==> src/rtl/multicycle_ctrl.sv <==
// Main control FSM of the RV32I multicycle core: sequences fetch/decode/execute/memory/writeback
// and drives datapath selects, write strobes, branch resolution, retire and the sticky illegal flag.
module multicycle_ctrl #(
    parameter bit RESET_CHECK = 1'b1
) (
    input  logic       clk,
    input  logic       rst,
    input  logic [6:0] opcode,
    input  logic [2:0] funct3,
    input  logic       funct7_b5,
    input  logic       alu_zero,
    input  logic       alu_lt,
    input  logic       alu_ltu,
    output logic       pc_write,
    output logic       adr_src,
    output logic       mem_write,
    output logic       ir_write,
    output logic       reg_write,
    output logic [1:0] result_src,
    output logic [1:0] alu_src_a,
    output logic [1:0] alu_src_b,
    output logic [3:0] alu_ctrl,
    output logic       jalr_mask,
    output logic       retire,
    output logic       illegal
);

    typedef enum logic [3:0] {
        S_FETCH    = 4'd0,
        S_DECODE   = 4'd1,
        S_MEMADR   = 4'd2,
        S_MEMREAD  = 4'd3,
        S_MEMWB    = 4'd4,
        S_MEMWRITE = 4'd5,
        S_EXECR    = 4'd6,
        S_EXECI    = 4'd7,
        S_ALUWB    = 4'd8,
        S_BRANCH   = 4'd9,
        S_JAL      = 4'd10,
        S_JALR     = 4'd11,
        S_LINK     = 4'd12,
        S_LUI      = 4'd13,
        S_ILLEGAL  = 4'd14
    } state_t;

    localparam logic [6:0] OP_LOAD   = 7'b0000011;
    localparam logic [6:0] OP_STORE  = 7'b0100011;
    localparam logic [6:0] OP_REG    = 7'b0110011;
    localparam logic [6:0] OP_IMM    = 7'b0010011;
    localparam logic [6:0] OP_BRANCH = 7'b1100011;
    localparam logic [6:0] OP_JAL    = 7'b1101111;
    localparam logic [6:0] OP_JALR   = 7'b1100111;
    localparam logic [6:0] OP_LUI    = 7'b0110111;
    localparam logic [6:0] OP_AUIPC  = 7'b0010111;
    localparam logic [6:0] OP_FENCE  = 7'b0001111;

    localparam logic [3:0] ALU_ADD   = 4'b0000;
    localparam logic [3:0] ALU_SUB   = 4'b0001;
    localparam logic [3:0] ALU_SLL   = 4'b0010;
    localparam logic [3:0] ALU_SLT   = 4'b0011;
    localparam logic [3:0] ALU_SLTU  = 4'b0100;
    localparam logic [3:0] ALU_XOR   = 4'b0101;
    localparam logic [3:0] ALU_SRL   = 4'b0110;
    localparam logic [3:0] ALU_SRA   = 4'b0111;
    localparam logic [3:0] ALU_OR    = 4'b1000;
    localparam logic [3:0] ALU_AND   = 4'b1001;
    localparam logic [3:0] ALU_PASSB = 4'b1010;

    // funct7_b5 selects SUB only for register-register ops; it selects SRA for both forms.
    function automatic logic [3:0] alu_decode(input logic [2:0] f3, input logic b5, input logic is_reg);
        case (f3)
            3'b000:  alu_decode = (is_reg && b5) ? ALU_SUB : ALU_ADD;
            3'b001:  alu_decode = ALU_SLL;
            3'b010:  alu_decode = ALU_SLT;
            3'b011:  alu_decode = ALU_SLTU;
            3'b100:  alu_decode = ALU_XOR;
            3'b101:  alu_decode = b5 ? ALU_SRA : ALU_SRL;
            3'b110:  alu_decode = ALU_OR;
            3'b111:  alu_decode = ALU_AND;
            default: alu_decode = ALU_ADD;
        endcase
    endfunction

    function automatic logic branch_take(input logic [2:0] f3, input logic zero, input logic lt,
                                         input logic ltu);
        case (f3)
            3'b000:  branch_take = zero;
            3'b001:  branch_take = ~zero;
            3'b100:  branch_take = lt;
            3'b101:  branch_take = ~lt;
            3'b110:  branch_take = ltu;
            3'b111:  branch_take = ~ltu;
            default: branch_take = 1'b0;
        endcase
    endfunction

    state_t     state_r;
    state_t     state_next_s;
    logic       illegal_r;
    logic       hold_s;
    logic       pc_write_s;
    logic       adr_src_s;
    logic       mem_write_s;
    logic       ir_write_s;
    logic       reg_write_s;
    logic [1:0] result_src_s;
    logic [1:0] alu_src_a_s;
    logic [1:0] alu_src_b_s;
    logic [3:0] alu_ctrl_s;
    logic       jalr_mask_s;
    logic       retire_s;

    // State register and sticky illegal flag (set on the same edge ILLEGAL is entered)
    always_ff @(posedge clk) begin
        if (rst) begin
            state_r   <= S_FETCH;
            illegal_r <= 1'b0;
        end else begin
            state_r   <= state_next_s;
            illegal_r <= illegal_r | (state_next_s == S_ILLEGAL);
        end
    end

    // Next-state and per-state output decode
    always_comb begin
        state_next_s = state_r;
        pc_write_s   = 1'b0;
        adr_src_s    = 1'b0;
        mem_write_s  = 1'b0;
        ir_write_s   = 1'b0;
        reg_write_s  = 1'b0;
        result_src_s = 2'b00;
        alu_src_a_s  = 2'b00;
        alu_src_b_s  = 2'b00;
        alu_ctrl_s   = ALU_ADD;
        jalr_mask_s  = 1'b0;
        retire_s     = 1'b0;
        case (state_r)
            S_FETCH: begin
                ir_write_s   = 1'b1;
                alu_src_b_s  = 2'b10;
                result_src_s = 2'b10;
                pc_write_s   = 1'b1;
                state_next_s = S_DECODE;
            end
            S_DECODE: begin
                alu_src_a_s = 2'b01;
                alu_src_b_s = 2'b01;
                case (opcode)
                    OP_LOAD, OP_STORE: state_next_s = S_MEMADR;
                    OP_REG:            state_next_s = S_EXECR;
                    OP_IMM:            state_next_s = S_EXECI;
                    OP_BRANCH:         state_next_s = (funct3 == 3'b010 || funct3 == 3'b011) ?
                                                      S_ILLEGAL : S_BRANCH;
                    OP_JAL:            state_next_s = S_JAL;
                    OP_JALR:           state_next_s = S_JALR;
                    OP_LUI:            state_next_s = S_LUI;
                    OP_AUIPC:          state_next_s = S_ALUWB;
                    OP_FENCE: begin
                        retire_s     = 1'b1;
                        state_next_s = S_FETCH;
                    end
                    default:           state_next_s = S_ILLEGAL;
                endcase
            end
            S_MEMADR: begin
                alu_src_a_s  = 2'b10;
                alu_src_b_s  = 2'b01;
                state_next_s = (opcode == OP_LOAD) ? S_MEMREAD : S_MEMWRITE;
            end
            S_MEMREAD: begin
                adr_src_s    = 1'b1;
                state_next_s = S_MEMWB;
            end
            S_MEMWB: begin
                result_src_s = 2'b01;
                reg_write_s  = 1'b1;
                retire_s     = 1'b1;
                state_next_s = S_FETCH;
            end
            S_MEMWRITE: begin
                adr_src_s    = 1'b1;
                mem_write_s  = 1'b1;
                retire_s     = 1'b1;
                state_next_s = S_FETCH;
            end
            S_EXECR: begin
                alu_src_a_s  = 2'b10;
                alu_ctrl_s   = alu_decode(funct3, funct7_b5, 1'b1);
                state_next_s = S_ALUWB;
            end
            S_EXECI: begin
                alu_src_a_s  = 2'b10;
                alu_src_b_s  = 2'b01;
                alu_ctrl_s   = alu_decode(funct3, funct7_b5, 1'b0);
                state_next_s = S_ALUWB;
            end
            S_ALUWB: begin
                reg_write_s  = 1'b1;
                retire_s     = 1'b1;
                state_next_s = S_FETCH;
            end
            S_BRANCH: begin
                alu_src_a_s  = 2'b10;
                alu_ctrl_s   = ALU_SUB;
                pc_write_s   = branch_take(funct3, alu_zero, alu_lt, alu_ltu);
                retire_s     = 1'b1;
                state_next_s = S_FETCH;
            end
            S_JAL: begin
                // PC takes the target already in ALUOut while the ALU forms the link address
                alu_src_a_s  = 2'b01;
                alu_src_b_s  = 2'b10;
                pc_write_s   = 1'b1;
                state_next_s = S_ALUWB;
            end
            S_JALR: begin
                alu_src_a_s  = 2'b10;
                alu_src_b_s  = 2'b01;
                result_src_s = 2'b10;
                jalr_mask_s  = 1'b1;
                pc_write_s   = 1'b1;
                state_next_s = S_LINK;
            end
            S_LINK: begin
                alu_src_a_s  = 2'b01;
                alu_src_b_s  = 2'b10;
                state_next_s = S_ALUWB;
            end
            S_LUI: begin
                alu_src_b_s  = 2'b01;
                alu_ctrl_s   = ALU_PASSB;
                state_next_s = S_ALUWB;
            end
            S_ILLEGAL: begin
                state_next_s = S_ILLEGAL;
            end
            default: begin
                state_next_s = S_FETCH;
            end
        endcase
    end

    assign hold_s     = RESET_CHECK && rst;
    assign pc_write   = pc_write_s  & ~hold_s;
    assign ir_write   = ir_write_s  & ~hold_s;
    assign mem_write  = mem_write_s & ~hold_s;
    assign reg_write  = reg_write_s & ~hold_s;
    assign retire     = retire_s    & ~rst;
    assign adr_src    = adr_src_s;
    assign result_src = result_src_s;
    assign alu_src_a  = alu_src_a_s;
    assign alu_src_b  = alu_src_b_s;
    assign alu_ctrl   = alu_ctrl_s;
    assign jalr_mask  = jalr_mask_s;
    assign illegal    = illegal_r;

endmodule
==> config.mk <==
export PLATFORM = sky130hd
export DESIGN_NAME = multicycle_ctrl
export DESIGN_NICKNAME = d
export VERILOG_FILES = /design/src/rtl/multicycle_ctrl.sv
export SDC_FILE = /design/constraint.sdc
export NUM_CORES = 1
export LEC_CHECK = 0
export ABC_CLOCK_PERIOD_IN_PS = 3100
export CAP_MARGIN = 10
export CORE_ASPECT_RATIO = 1.2
export CORE_MARGIN = 2
export CORE_UTILIZATION = 42
export DETAILED_ROUTE_END_ITERATION = 10
export PLACE_DENSITY_LB_ADDON = 0.08
export SETUP_SLACK_MARGIN = 0.02
export SLEW_MARGIN = 20
export SYNTH_ARGS = -nofsm -noshare
export SYNTH_HDL_FRONTEND = slang
export SYNTH_SLANG_ARGS = --single-unit
==> constraint.sdc <==
create_clock -name clk -period 3.1 [get_ports clk]
set_input_delay 0.775 -clock clk [delete_from_list [all_inputs] [get_ports clk]]
set_output_delay 0.775 -clock clk [all_outputs]
set_load 0.02 [all_outputs]
# After elaboration in Yosys (flattened, before gate mapping)

Cells that the tools add are included.

Equal/unequal tests: 32
Mux-type cells: 21
Bitwise gates (word level): 10
Reduce and logical (&&, ||, !) cells: 14

Operators with widths:

| cell                                                                   | number |
|---|---|
| 4-bit one-hot mux with 8 select lines                                  | 2 |
| 4-bit one-hot mux with 9 select lines                                  | 1 |
| 4-bit equality test (second input constant)                            | 8 |
| 4-bit one-hot mux with 7 select lines                                  | 1 |
| 7-bit by 6-bit equality test with 1-bit output (second input constant) | 3 |
| 7-bit equality test (second input constant)                            | 3 |
| 4-bit by 3-bit equality test with 1-bit output (second input constant) | 4 |
| 4-bit one-hot mux with 4 select lines                                  | 1 |
| 5-bit OR reduction                                                     | 3 |
| 7-bit by 5-bit equality test with 1-bit output (second input constant) | 2 |
| 3-bit equality test (second input constant)                            | 4 |
| 2-bit one-hot mux with 2 select lines                                  | 3 |
| 3-bit OR reduction                                                     | 3 |
| 4-bit by 2-bit equality test with 1-bit output (second input constant) | 2 |
| 1-bit 2-to-1 mux                                                       | 8 |
| 2-bit OR reduction                                                     | 4 |
| 7-bit by 2-bit equality test with 1-bit output (second input constant) | 1 |
| 7-bit by 4-bit equality test with 1-bit output (second input constant) | 1 |
| 3-bit by 2-bit equality test with 1-bit output (second input constant) | 2 |
| 3-bit 2-to-1 mux                                                       | 2 |
| 1-bit one-hot mux with 6 select lines                                  | 1 |
| 1-bit AND                                                              | 5 |
| 4-bit by 1-bit equality test with 1-bit output (second input constant) | 1 |
| 4-bit zero test                                                        | 1 |
| 7 further kinds                                                        | 11 |

Register bits: 5
Input bits: 16
Output and inout bits: 18

# Depth between registers and ports, before layout

Gate-level depths: netlist (run 1).

Word-level depth: 7
Gate-level depth with buffers: 7
Depth with buffers taken out: 6

# Worst setup path before layout (run 1)

OpenSTA, ideal clock, no wires.

Path type: input -> output
From: input funct3[1]
To: output pc_write
Arrival time: 2.274 ns
Required time: 2.325 ns
Slack: 0.051 ns
Stages on the path: 7
Path through: clkbuf_1 > mux2i_1 > xnor2_1 > a21oi_1 > nor2b_1 > o21ai_0 > a211oi_1

Longest elaborated chain between the ends: 4
Elaborated cells on any way between the ends: 9

RTL lines:

| what                                        | line | RTL |
|---|---|---|
| start, declared                             | 9    | `input logic [2:0] funct3,` |
| 3-bit equality test (tied with other cells) | 86   | `case (f3)` |
| 1-bit one-hot mux with 6 select lines (*)   | 86   |  |
| 1-bit one-hot mux with 2 select lines (*)   | 138  | `case (state_r)` |
| 1-bit AND (*)                               | 245  | `assign pc_write = pc_write_s & ~hold_s;` |
| end, declared                               | 14   | `output logic pc_write,` |

Mark *: on every way between the ends. The rest lies on a longest branch, timed or not.

# Worst setup path in the final report (run 1)

From: input opcode[5]
To: output retire

Longest elaborated chain between the ends: 4

RTL lines:

| what                                           | line | RTL |
|---|---|---|
| start, declared                                | 8    | `input logic [6:0] opcode,` |
| 7-bit by 4-bit equality test with 1-bit output | 149  | `case (opcode)` |
| 1-bit 2-to-1 mux                               | 149  |  |
| 1-bit one-hot mux with 2 select lines          | 138  |  |
| 1-bit AND                                      | 249  | `assign retire = retire_s & ~rst;` |
| end, declared                                  | 24   | `output logic retire,` |

Every way passes these cells.

==> results of run 1 <==
## tightest hold or removal path, cell delays in order (launching register included)
cell     delay (ns)
dfxtp_1        0.31
inv_1          0.06
o32ai_2        0.06
## cell families (layout without fill, tap and decap cells)
logic type / count (synthesis) / count (layout) / synth area share [%]
muxes: 5 / 5 / 6.44
xor gates and xnor gates: 5 / 5 / 5.50
AOI/OAI and AO/OA: 30 / 30 / 24.6
buffers and inverters: 14 / 53 / 6.59
DFF: 5 / 5 / 12.6
and+or+nand+nor: 66 / 66 / 44.3
## metrics by stage
step / area [sq um] / setup TNS, ns
after floorplan: 797 / 0
after global placement: 1200 / -1.54
after detailed placement: 1200 / -1.69
after CTS: 1220 / -0.112
after global routing: 1270 / 0
final: 1270 / 0
## power by group through the flow
stage	clock [uW]	sequential (uW)	combinational, uW
floorplan	0	99.2	382
global placement	0	137	572
detailed placement	0	138	580
CTS	79.4	137	571
global route	82.0	146	640
finish	75.7	141	583
## flip-flops by register name (all words and copies together), names as in the netlist
name     count
illegal      1
state_r      4
## path summary, 6_finish.rpt
kind	endpoint	start
max reg2reg	illegal	state_r[1]
min	illegal	illegal
max	retire	opcode[5]
min reg2reg	illegal	illegal
## per-layer routing
layer / global-route usage [%] / up-vias
met5: 0 / -
met1: 27.3 / 510
met3: 1.74 / 0
li1: - / 534
met4: 5.56 / 0
met2: 39.0 / 25
## Yosys cell counts (all sizes together) (3+ instances only)
cell / count / area share [%]
a21oi: 12 / 7.5
clkbuf: 8 / 3.8
dfxtp: 5 / 13
inv: 4 / 1.9
mux2i: 4 / 5.0
nand2: 13 / 6.1
nand2b: 5 / 3.9
nor2: 16 / 7.8
nor2b: 6 / 4.7
nor3: 5 / 3.1
nor4: 3 / 2.4
o21ai: 7 / 4.4
o32ai: 3 / 4.2
or3: 3 / 2.4
or4: 5 / 5.2
xor2: 3 / 3.3
## repair_timing
item                                    in CTS  in global routing
endpoints found under the setup margin       6                  6
resized for setup                           17                 17
pin swaps                                    2                  7
cloned                                       0                  0
## layout make-up
cell class / instances / area, sq um
Clock buffer: 4 / 26.3
Fill cell: 162 / 542
Inverter: 4 / 15.0
Multi-Input combinational cell: 106 / 669
Sequential cell: 5 / 101
Tap cell: 19 / 23.8
Timing Repair Buffer: 45 / 430
## placed cells by master (no fill, tap or decap), types with 3 or more instances in the layout
cell type	instances
nand2b_1	5
nor2_1	13
a21oi_1	12
buf_4	14
nor2_2	3
nor3_1	5
nor2b_1	6
mux2i_1	4
inv_1	3
dfxtp_1	4
nor4_1	3
or4_1	4
dlymetal6s2s_1	8
or3_1	3
nand2_1	13
o21ai_0	5
clkdlybuf4s50_1	18
xor2_1	3
dlygate4sd2_1	4
clkbuf_4	3
==> reports/qor.csv, run 1 <==
metric,value,unit
arrival,2.24,ns
final_util,70.0,%
critPathTopFamily,simple AND/OR/NAND/NOR gates,
ant_nets,0,
reg2reg_slack,1.34,ns
grt_pass1_wl,3940,um
rsz0062_at_grt,no,
crit_chain,dlymetal6s2s_1 > nor3b_4 > or4b_4 > o32a_1 > nor2_1 > buf_4,
fmax,332,MHz
cp_num_buf_inv,2,
clock_skew,0.00438,ns
share_seq_of_total_power,17.6,%
grt_pass1_vias,952,
io_buffer_count,33,
path_max_fanout,2,
p_sw_share,49.7,%
cts_tree,yes,
clkLatencyLatePin,0.24,ns
hold_slack,0.480,ns
finalWorstSetupSlack,0.0838,ns
critPathMaxStageDelay,0.49,ns
post-route-period-util,97.3,%
wl_met1,1020,um
vias_per_cell,5.84,
clock_sinks,5,
clockBufferDepth,2,
drv_slew,0,
dieArea,0.00226,sq mm
gp_congestion,0.853,
ys.warnings.count,0,
die_h,51.7,um
cp.depth,6,
setup.worst_path.start_class,primary input,
post-cts-setup-buffer-count,0,
p_sw,398,uW
r2r_cells,6,
grt.overflow.total,0,
place_hpwl,1780,um
avgSynthCellArea,6.38,sq um
final_nets,181,
cts.clk_slew.worst_paths,0.05,ns
leakage,0.000547,uW
total_power,800,uW
combPwrFrac,72.9,%
peakVddDrop,490,uV
ys.flop_type,dfxtp_1,
async_flop_share,0,%
ctsHoldBuffers,0,
start_util,44.1,%
grt_max_degree,18,
power_density,632,mW/mm^2
wl_met3,78,um
ios,34,
std_cell_rows,17,
outcome,"finished, final reports clean",
drc,0,
hold_class,register to register,
drt_iter0_markers,20,
die_w,43.8,um
synth_nets,141,
synth_edf_count,0,
hold_depth,2,
finalHoldViolations,0,
crit_type,primary input to output pin,
instances_no_fill,183,
yosysUniqueCellTypes,38,
cts_root_buffer,clkbuf_4,
cap_violations,0,
first_pass_iters,4,
ys_seq_elements,5,
required,2.32,ns
area_delta_synth_final,58.9,%
highest_layer,met3,
vias,1069,
clkPwrFrac,9.5,%
synth_area,797,sq um
cts_made_buffers,3,
synthCells,125,
internal_power,402,uW
core_area,0.00181,sq mm
routed_wl,2320,um
antenna_found_initial,0,
dr_wl_met2,1220,um
dp_slack,-0.622,ns
setup_viol,0,
ctsHtreeMaxLevel,1,
wl_per_cell,12.7,um
tightest_slew,0.502,ns
slew_headroom,66.5,%
grt_usage,21.7,%
final_layout_size_suffix_gt1_share,17.1,%
fin_crit,3.02,ns
crit_slowest_cell,or4b_4,
ys_seq_area_share,12.6,%
diodes,0,
post-place-cells,179,
endpoint_kind,output pin,
No activity file was read; power rests on OpenSTA's default activity.
==> run 2: changes to the inputs <==
--- a/config.mk
+++ b/config.mk
@@ -5,15 +5,14 @@
 export SDC_FILE = /design/constraint.sdc
 export NUM_CORES = 1
 export LEC_CHECK = 0
+export ABC_AREA = 1
 export ABC_CLOCK_PERIOD_IN_PS = 3100
 export CAP_MARGIN = 10
 export CORE_ASPECT_RATIO = 1.2
-export CORE_MARGIN = 2
 export CORE_UTILIZATION = 42
 export DETAILED_ROUTE_END_ITERATION = 10
 export PLACE_DENSITY_LB_ADDON = 0.08
 export SETUP_SLACK_MARGIN = 0.02
-export SLEW_MARGIN = 20
 export SYNTH_ARGS = -nofsm -noshare
 export SYNTH_HDL_FRONTEND = slang
 export SYNTH_SLANG_ARGS = --single-unit
==> reports/qor.csv, run 2 <==
metric,value,unit,change
peakVddDrop,576,uV,+17%
ys_seq_elements,5,,unchanged
endpoint_kind,output pin,,
ys.flop_type,dfxtp_1,,
synth_most_common_cell,nand2_1,,
ys.warnings.count,0,,unchanged
cp.depth,8,,+2
final_area,0.00136,sq mm,+7.2%
place_hpwl,1860,um,+4.3%
gp_congestion,0.928,,+8.8%
ant_nets,0,,unchanged
vias_per_cell,5.19,,-11%
top_register,state_r,,
crit_top_cell,buf_4,,
arrival,2.21,ns,-0.03 ns
multi_input_area,628,sq um,-6.2%
drt_iter0_markers,22,,+10%
grt_pass1_vias,1077,,+13%
final_util,79.8,%,+9.7 points
diodes,0,,unchanged
synth_top_area_share,18.0,%,+5.5 points
clock_skew,0.0000734,ns,-0.00431 ns
fin_crit,2.98,ns,-0.0317 ns
core_area,0.00170,sq mm,-5.9%
power_density,574,mW/mm^2,-9.2%
largest_reg_flops,4,,unchanged
yosysUniqueCellTypes,26,,-32%
synth_area,792,sq um,-0.63%
vias,1173,,+9.7%
finalWorstSetupSlack,0.116,ns,+0.0317 ns
crit_slowest_cell,clkdlybuf4s50_1,,
post-route-period-util,96.3,%,-1.0 points
clock_sinks,5,,unchanged
path_max_fanout,4,,+2
crit_type,primary input to output pin,,
worstReg2RegStart,state_r[1],,
leakage,0.000691,uW,+26%
die_w,41.6,um,-4.9%
dieArea,0.00206,sq mm,-8.8%
required,2.32,ns,about the same
rsz0062_at_grt,yes,,
drv_slew,0,,unchanged
synth_nets,167,,+18%
first_pass_iters,4,,unchanged
cap_violations,0,,unchanged
yosys-top-cells-count,"38 x nand2_1, 30 x nor2_1, 24 x inv_1",,
wl_per_cell,10.5,um,-17%
ios,34,,unchanged
critPathMaxStageDelay,0.53,ns,+0.04 ns
routed_wl,2370,um,+1.9%
grt_usage,22.9,%,+1.2 points
setup.worst_path.start_class,primary input,,
mostFrequentLayoutCells,"38 x nand2_1, 26 x clkdlybuf4s50_1, 25 x nor2_1, 23 x inv_1, 22 x buf_4",,
synth_edf_count,0,,unchanged
place_area,0.00129,sq mm,+7.3%
grt.overflow.total,0,,unchanged
hold_slack,0.471,ns,-0.00851 ns
reg2reg_slack,1.59,ns,+0.25 ns
startpoint,funct3[2],,
ys_seq_area_share,12.6,%,+0.079 points
tightest_slew,0.311,ns,-0.191 ns
ctsHtreeMaxLevel,1,,unchanged
dp_slack,-0.327,ns,+0.295 ns
setup_viol,0,,unchanged
grt_pass1_wl,4030,um,+2.3%
clkLatencyLatePin,0.23,ns,about the same
grt_max_degree,8,,-10
cp_num_buf_inv,5,,+3
clockBufferDepth,2,,unchanged
io_buffer_count,33,,unchanged
outcome,"finished, final reports clean",,
async_flop_share,0,%,unchanged
cts_made_buffers,3,,unchanged
slew_headroom,79.1,%,+13 points
fmax,335,MHz,+1.1%
area_delta_synth_final,71.4,%,
seq_area,100,sq um,-1.2%
cts_root_buffer,clkbuf_4,,
critPathTopFamily,buffers and inverters,,
finalHoldViolations,0,,unchanged
avgSynthCellArea,5.25,sq um,-18%
start_util,46.5,%,+2.5 points
mostFrequentLayoutCell,nand2_1,,
synthCells,151,,+21%
r2r-end,illegal,,
endpoint,alu_ctrl[2],,
nFillCells,132,,-19%
crit_chain,clkdlybuf4s50_1 > inv_1 > buf_4 > nor2_2 > buf_4 > a211oi_1 > nor2_1 > clkbuf_2,,
r2r_cells,9,,+3
cts_tree,yes,,
final_layout_size_suffix_gt1_share,26.0,%,+8.9 points
drc,0,,unchanged
hold_class,register to register,,
die_h,49.6,um,-4.2%
synthTopCellsByArea,"nand2_1 18%, nor2_1 14%, dfxtp_1 13%",,
std_cell_rows,16,,-1
antenna_found_initial,0,,unchanged
yosysTopAreaCell,nand2_1,,
final_nets,225,,+24%
cts.clk_slew.worst_paths,0.04,ns,about the same
[run 2: cells by family after synthesis]
| kind of cell | count (synthesis) | share of synthesized area (%) |
|---|---|---|
| AO/OA/AOI/OAI | 27 | 22.7 |
| flip-flops | 5 | 12.6 |
| buffers and inverters | 29 | 13.7 |
| multiplexers | 1 | 1.26 |
| AND/OR/NAND/NOR | 89 | 49.6 |
[run 2: how the worst min path moves through the flow]
stage | from | endpoint | slack, ns | depth (start not counted)
final | illegal | illegal | 0.47 | 2
after global routing | illegal | illegal | 0.49 | 2
after CTS | illegal | illegal | 0.47 | 2
after detailed placement | illegal | illegal | 0.46 | 2
after global placement | illegal | illegal | 0.45 | 2
after floorplan | illegal | illegal | 0.54 | 2
[run 2: final cells by class]
class / count / area share [%]
repair buffers: 54 / 35.0
multi-input cells: 117 / 46.3
flip-flops and latches: 5 / 7.37
inverters: 28 / 7.74
clock buffers: 4 / 1.94
well taps: 18 / 1.66
[run 2: worst register-to-register path, cell delays in order, from the launching register on]
cell	delay [ns]
dfxtp_1	0.47
inv_2	0.08
nand2_1	0.13
nor2_1	0.06
nor2_2	0.18
nand3_2	0.09
nor3_2	0.19
a21oi_1	0.06
nand2_1	0.09
a21oi_2	0.05
[run 2: repair_timing]
| action | in CTS | in global routing |
|---|---|---|
| setup buffers | 0 | 1 |
| pin swaps | 0 | 2 |
| hold buffers | 0 | 0 |
| resized for setup | 13 | 18 |
| endpoints found under the setup margin | 6 | 4 |
| cloned | 0 | 0 |
[run 2: per-layer routing]
layer	global-route usage [%]	share of wire [%]	vias up
met5	0	0	-
met4	6.45	0	0
met3	2.20	5.1	0
met2	40.9	49	41
met1	28.6	46	531
li1	-	-	601
[run 2: per-stage QoR]
stage          TNS [ns]  total power (uW)  cells
2_1_floorplan         0               459    151
3_3_place_gp     -0.948               695    221
3_5_place_dp      -1.14               700    221
4_1_cts               0               770    225
5_1_grt         -0.0307               846    226
6_report              0               779    226
[run 2: report_power, final]
group | leakage, uW | switching [uW] | total (uW) | internal, uW
sequential | 0.0000410 | 27.9 | 113 | 84.8
clock | 0.0000150 | 23.5 | 72.0 | 48.5
combinational | 0.000635 | 343 | 594 | 251
